<file path="config.mk">
export PLATFORM = sky130hd
export DESIGN_NAME = shift_sequencer
export DESIGN_NICKNAME = d
export VERILOG_FILES = /design/src/rtl/shift_sequencer.sv
export SDC_FILE = /design/constraint.sdc
export NUM_CORES = 1
export LEC_CHECK = 0
export ABC_AREA = 0
export BUFFER_PORTS_ARGS = -buffer_cell sky130_fd_sc_hd__buf_4
export CAP_MARGIN = 10
export CORE_ASPECT_RATIO = 1.4
export CORE_MARGIN = 2
export CORE_UTILIZATION = 51
export DETAILED_ROUTE_END_ITERATION = 8
export PLACE_DENSITY = 0.74
export SYNTH_ARGS = -nofsm -noshare
export SYNTH_HDL_FRONTEND = slang
export SYNTH_SLANG_ARGS = --single-unit
</file>
<file path="constraint.sdc">
create_clock -name clock -period 5.45 [get_ports clock]
set_input_delay 0 -clock clock [delete_from_list [all_inputs] [get_ports clock]]
set_output_delay 0 -clock clock [all_outputs]
set_load 0.1 [all_outputs]
</file>
<file path="src/rtl/shift_sequencer.sv">
// Multi-cycle shared 32-bit shifter: one log-stage (16/8/4/2/1) per clock,
// round-robin arbitration between two requesters, valid/ready result port.
module shift_sequencer #(
  parameter bit SKIP_ZERO = 1'b1
) (
  input  logic        clock,
  input  logic        reset,
  input  logic        req0_valid,
  output logic        req0_ready,
  input  logic [31:0] req0_data,
  input  logic [4:0]  req0_amt,
  input  logic        req0_op,
  input  logic        req1_valid,
  output logic        req1_ready,
  input  logic [31:0] req1_data,
  input  logic [4:0]  req1_amt,
  input  logic        req1_op,
  output logic        resp_valid,
  input  logic        resp_ready,
  output logic [31:0] resp_data,
  output logic        resp_id,
  output logic        busy
);

  typedef enum logic [1:0] {
    IDLE  = 2'd0,
    SHIFT = 2'd1,
    DONE  = 2'd2
  } state_t;

  state_t      state;
  state_t      state_next;

  logic        rr_prio;     // 0: req0 wins a tie, 1: req1 wins a tie
  logic        grant_id;
  logic        accept;

  logic [31:0] sel_data;
  logic [4:0]  sel_amt;
  logic        sel_op;

  logic [31:0] acc;
  logic [4:0]  mask;
  logic [4:0]  amt_q;
  logic        op_q;
  logic        id_q;

  logic [2:0]  stage_k;
  logic [4:0]  stage_bit;
  logic [5:0]  stage_dist;
  logic [4:0]  mask_next;
  logic [31:0] acc_next;

  assign busy = (state != IDLE);

  // Grant is only offered in IDLE; ready follows valid combinationally.
  always_comb begin
    // NOTE: every output of this block gets a default first, so no path can infer a latch.
    state_next = state;
    grant_id   = 1'b0;
    accept     = 1'b0;
    req0_ready = 1'b0;
    req1_ready = 1'b0;
    unique case (state)
      IDLE: begin
        if (req0_valid && req1_valid) grant_id = rr_prio;
        else                          grant_id = req1_valid;
        accept     = req0_valid || req1_valid;
        req0_ready = accept && !grant_id;
        req1_ready = accept && grant_id;
        if (accept) begin
          if (SKIP_ZERO && (sel_amt == 5'd0)) state_next = DONE;
          else                                state_next = SHIFT;
        end
      end
      SHIFT: begin
        if (mask_next == 5'd0) state_next = DONE;
      end
      DONE: begin
        if (resp_ready) state_next = IDLE;
      end
      default: state_next = IDLE;
    endcase
  end

  always_comb begin
    sel_data = grant_id ? req1_data : req0_data;
    sel_amt  = grant_id ? req1_amt  : req0_amt;
    sel_op   = grant_id ? req1_op   : req0_op;
  end

  // One stage per edge: highest remaining mask bit picks the distance 2^k.
  always_comb begin
    stage_k = 3'd0;
    for (int i = 0; i < 5; i++) begin
      if (mask[i]) stage_k = 3'(i);
    end
    stage_bit  = 5'd1 << stage_k;
    stage_dist = 6'd1 << stage_k;
    mask_next  = mask & ~stage_bit;
    if (!amt_q[stage_k]) acc_next = acc;
    else if (op_q)       acc_next = $unsigned($signed(acc) >>> stage_dist);
    else                 acc_next = acc << stage_dist;
  end

  always_ff @(posedge clock) begin
    // NOTE: sequential state uses non-blocking assignments so every register samples pre-edge values.
    if (!reset) state <= IDLE;
    else        state <= state_next;
  end

  always_ff @(posedge clock) begin
    if (!reset) begin
      rr_prio    <= 1'b0;
      acc        <= '0;
      mask       <= '0;
      amt_q      <= '0;
      op_q       <= 1'b0;
      id_q       <= 1'b0;
      resp_valid <= 1'b0;
      resp_data  <= '0;
      resp_id    <= 1'b0;
    end else begin
      unique case (state)
        IDLE: begin
          if (accept) begin
            rr_prio <= ~grant_id;
            acc     <= sel_data;
            amt_q   <= sel_amt;
            op_q    <= sel_op;
            id_q    <= grant_id;
            mask    <= SKIP_ZERO ? sel_amt : 5'b11111;
            if (SKIP_ZERO && (sel_amt == 5'd0)) begin
              resp_valid <= 1'b1;
              resp_data  <= sel_data;
              resp_id    <= grant_id;
            end
          end
        end
        SHIFT: begin
          acc  <= acc_next;
          mask <= mask_next;
          if (mask_next == 5'd0) begin
            resp_valid <= 1'b1;
            resp_data  <= acc_next;
            resp_id    <= id_q;
          end
        end
        DONE: begin
          // Data and id intentionally persist after retire.
          if (resp_ready) resp_valid <= 1'b0;
        end
        default: ;
      endcase
    end
  end

endmodule
</file>
; Word level (Yosys, flattened, before mapping)
; Index checks and enable logic that the tools add are counted.
[word_totals]
reg_bits = 81
input_bits = 81
output_inout_bits = 37
[classes]
n_eq_ne = 7
order_cmp = 1
n_reduce_logical = 16
bitwise_logic = 3
shift = 4
mux = 39
[ops]
columns = cell, n
row1 = 32-bit two-way mux, 7
row2 = 32-bit one-hot mux with 2 select lines, 2
row3 = 32-bit by 6-bit left shift with 32-bit output, 1
row4 = 32-bit by 6-bit >>> shifter with 32-bit output, 1
row5 = 1-bit two-way mux, 16
row6 = 5-bit logical NOT, 2
row7 = 5-bit two-way mux, 2
row8 = "2-bit != test, second input constant", 5
row9 = 5-bit one-hot mux with 2 select lines, 1
row10 = 3-bit two-way mux, 3
row11 = 2-bit two-way mux, 4
row12 = 2-bit one-hot mux with 3 select lines, 1
row13 = "1-bit by 3-bit left shift with 6-bit output, first input constant", 1
row14 = 5-bit AND, 1
row15 = 5-bit NOT, 1
row16 = 5-bit AND reduction, 1
row17 = "1-bit by 3-bit left shift with 5-bit output, first input constant", 1
row18 = "3-bit by 4-bit less-than comparator with 1-bit output, second input constant", 1
row19 = 2-bit AND reduction, 2
row20 = 4-bit AND reduction, 1
row21 = 2-bit nonzero test, 2
row22 = 1-bit binary-select mux with 3-bit select, 1
row23 = 1-bit logical AND, 3
row24 = 1-bit one-hot mux with 3 select lines, 1
row25 = 9 further kinds, 9

; Depth between registers and ports, before layout
[logic_depth]
word_depth = 10
mapped_depth = 10
depth_no_buf = 7

; Least setup slack after synthesis
; Ideal clock, no wire load.
[synth_path]
path_type = reg2reg
from = register state[1]
to = register resp_id
arrival_time_ns = 2.148
period_less_slack_ns = 2.281
n_path_buf = 3
setup_slack_ns = 3.169
required_ns = 5.317
stages_incl_launch_ff = 10
path_cell_list = dfxtp_1 -> buf_2 -> nor2_1 -> inv_1 -> a311oi_1 -> or3_1 -> buf_6 -> buf_2 -> a211oi_1 -> nor3_1
[synth_between]
elab_chain_cells = 6
word_cells_on_any_way = 14
classes_between = eq/ne (4) / mux (6) / reduce/logical (4)
[synth_rtl]
columns = item, line
row1 = "start, declared", 31  ; state_t state;
row2 = "start signal, assigned", 109  ; else state <= state_next;
row3 = 2-bit logical NOT, "64, 124"
row4 = 1-bit two-way mux, 64  ; unique case (state)
row5 = 5-bit two-way mux, 88  ; sel_amt = grant_id ? req1_amt : req0_amt;
row6 = 5-bit logical NOT, 133  ; if (SKIP_ZERO && (sel_amt == 5'd0)) begin
row7 = 2-bit != test (no line), n/a
row8 = 4-bit AND reduction (no line), n/a
row9 = "end signal, assigned", 136  ; resp_id <= grant_id;
row10 = "end signal, assigned", 146  ; resp_id <= id_q;
row11 = "end, declared", 21  ; output logic resp_id,
; Parallel ways exist; a longest one is shown, timed or not. The select of a mux whose other input is x is not followed.
; A chain may end at the register's enable or synchronous reset.

; Worst setup path in the final report
[layout_path]
from = register state[1]
to = register op_q
[layout_between]
elab_chain_cells = 3
word_cells_on_any_way = 5
classes_between = mux (3) / reduce/logical (2)
[layout_rtl]
columns = item, line
row1 = 2-bit logical NOT *, "64, 124"
row2 = 1-bit two-way mux, 64
row3 = 1-bit two-way mux / 2-bit AND reduction (equally long branches), n/a
row4 = "end signal, assigned", 130  ; op_q <= sel_op;
row5 = "end, declared", 45  ; logic op_q;
; Mark *: on every way between the ends. The rest lies on a longest branch, timed or not.

==> impl_metrics.yaml <==
outcome:
  status: "finished, final reports clean"
timing:
  finalCritPeriodShare_pct: 61.7
  worst_pin_slew_ns: 1.09
  finalCriticalPeriod_ns: 3.36
  final_max_slew_viol_count: 0
  setup_violations: 0
  finClkSkew_ns: 0.0127
  hold_viol: 0
  max_freq_mhz: 297
  fin_setup_tns_ns: 0
  relSlewSlack_pct: 26.8
  rsz0062_at_grt: "false"
critical_path:
  path_cells: "or3b_1 -> or2_2 -> buf_4 -> inv_1 -> nand2_1 -> a311oi_1 -> dlygate4sd3_1"
  reg2reg_from: "state[1]"
  crit_fanout: 32
  endpoint_kind: "flop"
  critPathKind: "reg2reg"
  ff2ff_path_depth: 7
  slowest_delay_ns: 0.72
  critPathTopFamily: "buffers and inverters"
  slowest_stage: "inv_1"
  rrSetupSlack_ns: 2.09
  crit_arrival_ns: 3.65
  startpoint: "state[1]"
  cp.required_ns: 5.74
  cp_num_buf_inv: 3
  start_kind: "flop"
  timing.rr.end: "op_q"
synth:
  synthFlopType: "dfxtp_1"
  syn_nets: 957
  yosysUniqueCellTypes: 78
  synth_area_sq_um: 6470
  async_reset_ff_share_pct: 0
  ys_ff_latch: 81
  ys_seq_area_share_pct: 25.0
  synth-edff-count: 0
  syn_area_per_cell_sq_um: 7.39
  netlist_instances: 876
  yosys_warnings: 0
worst_hold_path:
  min_delay_path_depth: 4
  holdCritStartpoint: "req0_valid"
  whs_endpoint: "id_q"
  hold_path_class: "in2reg"
pwr:
  swShare_pct: 56.5
  seqPwrFrac_pct: 24.7
  p_comb_share_pct: 60.7
  p_sw_mw: 2.64
  power_density_nw_per_um2: 618
  p_clk_share_pct: 14.6
  internal_power_mw: 2.03
  ir_drop_mv: 0.653
  p_leak_nw: 2.97
  power_mw: 4.66
layout:
  layout-drive-gt1-share_pct: 20.1
  diodes: 0
  nets: 995
  final_core_util_pct: 61.0
  area_delta_synth_final_pct: 16.5
die:
  dieArea_sq_um: 13600
  row_count: 48
  dieWidth_microns: 99.2
  initial_core_util_pct: 52.3
  core_sq_um: 12400
  io_pins: 118
  dieHeight_microns: 137
clocking:
  cts.sinks: 81
  post_cts_buffers: 0
  clk_path_buf_depth: 2
  tritoncts.num_buffers: 9
  hold_buffers: 3
  cts_resized: 0
  cts_tree: "built"
  insertion_delay_ns: 0.35
  clk_pin_slew_worst_paths_ns: 0.06
  htreeDepth: 3
  cts.root.buffer_cell: "clkbuf_16"
route:
  drt_iter0_markers: 1032
  antenna_left: 0
  routed_via_density: 7.29
  wl_per_cell_microns: 26.3
  drc: 0
  drt-pass1-iter-count: 6
  totalWireLength_microns: 28100
  num_vias: 7791
placement:
  gp_congestion: 1.04
  hpwlAfterDp_microns: 19300
  io_buffers: 117
grt:
  grt_max_degree: 72
  grt_pass1_vias: 7290
  grt_first_pass_wirelength_microns: 42200
  overflow: 0
  groute.usage.overall_pct: 39.9
  antenna_found_initial: 1
flow_run:
  cap_viol_max_count: 0
synthesized netlist by cell type (all sizes together) (6+ instances only):
cell type,number,area [sq um]
a2111oi,10,114
a211oi,24,225
a21oi,87,435
a221oi,21,184
a311oi,10,93.8
a31oi,13,81.3
a32o,36,360
and2,7,43.8
and3,7,43.8
buf,50,259
clkbuf,60,228
dfxtp,81,1620
inv,22,82.6
mux2i,31,310
nand2,78,295
nand2b,13,81.3
nand3,30,150
nor2,68,258
nor2b,11,68.8
nor3,18,95.1
o211a,6,60.1
o211ai,16,120
o21a,7,52.6
o21ai,60,300
o221ai,10,87.6
o22ai,9,56.3
o31ai,12,90.1
or4,6,45.0
power groups by stage:
stage / Clock, mW / Sequential [mW] / Combinational, mW
6_report: 0.681 / 1.15 / 2.83
3_5_place_dp: 0 / 1.13 / 2.74
2_1_floorplan: 0 / 1.45 / 1.64
5_1_grt: 0.701 / 1.16 / 2.97
4_1_cts: 0.683 / 1.12 / 2.76
3_3_place_gp: 0 / 1.14 / 2.72
registers in the layout, summed over array words and instances (netlist names), 2 cells and up:
name,cells
amt_q,5
acc,32
state,2
resp_data,32
mask,5
cell families after synthesis:
group,share of synthesized area [%]
buffers and inverters,8.85
flip-flops,25.0
multiplexers,5.49
AND/OR/NAND/NOR,19.1
AO/OA/AOI/OAI,41.5
layer usage:
metal  GRT usage, %  wire length [microns]  vias up
met5              0                      0        -
met4           26.8                   1910        0
met3           10.6                   3080      139
met2           62.1                  13100      577
met1           48.2                  10000     3659
li1               -                      -     3416
metrics by stage:
stage / cells / instance area, sq um / hold slack [ns] / setup slack, ns
floorplan: 876 / 6470 / 0.127 / 3.17
global route: 1069 / 7540 / 0.0805 / 1.91
finish: 1069 / 7540 / 0.0483 / 2.09
detailed placement: 1050 / 7190 / 0.234 / 2.27
global placement: 1050 / 7190 / 0.233 / 2.30
CTS: 1069 / 7540 / 0.0426 / 2.18
worst max-delay path by stage:
| stage | slack, ns | end | depth (start not counted) |
|---|---|---|---|
| 2_1_floorplan | 3.17 | resp_id | 9 |
| 3_3_place_gp | 2.30 | acc[26] | 7 |
| 3_5_place_dp | 2.27 | acc[26] | 7 |
| 4_1_cts | 2.18 | op_q | 7 |
| 5_1_grt | 1.91 | op_q | 7 |
| 6_report | 2.09 | op_q | 7 |
worst register-to-register path, stage by stage, from the launching register on:
cell and delay (ns):
dfxtp_1 0.40, or3b_1 0.42, or2_2 0.41, buf_4 0.29, inv_1 0.74, nand2_1 0.14
a311oi_1 0.30, dlygate4sd3_1 0.60
layout make-up:
| cell class | instances | area, sq um |
|---|---|---|
| clock buffers | 11 | 243 |
| inverters | 23 | 86.3 |
| clock inverters | 5 | 85.1 |
| flip-flops and latches | 81 | 1630 |
| well taps | 150 | 188 |
| multi-input cells | 662 | 4280 |
| repair buffers | 137 | 1040 |
| fillers | 1123 | 4830 |
placed cells by master (no fill, tap or decap), types with 10 or more instances in the layout:
cell type	synthesis	layout
a211oi_1	15	15
a21oi_1	87	87
o21ai_0	56	56
inv_1	21	21
nand2_1	77	77
mux2i_1	31	31
nand2b_1	13	12
o31ai_1	12	12
a31oi_1	13	13
nor2b_1	11	11
a32o_1	36	36
o211ai_1	16	16
buf_4	2	134
a221oi_1	21	21
nor3_1	17	17
nand3_1	30	30
dfxtp_1	81	78
o221ai_1	10	10
nor2_1	67	67
Note: power is estimated with default switching activity, not from simulation.
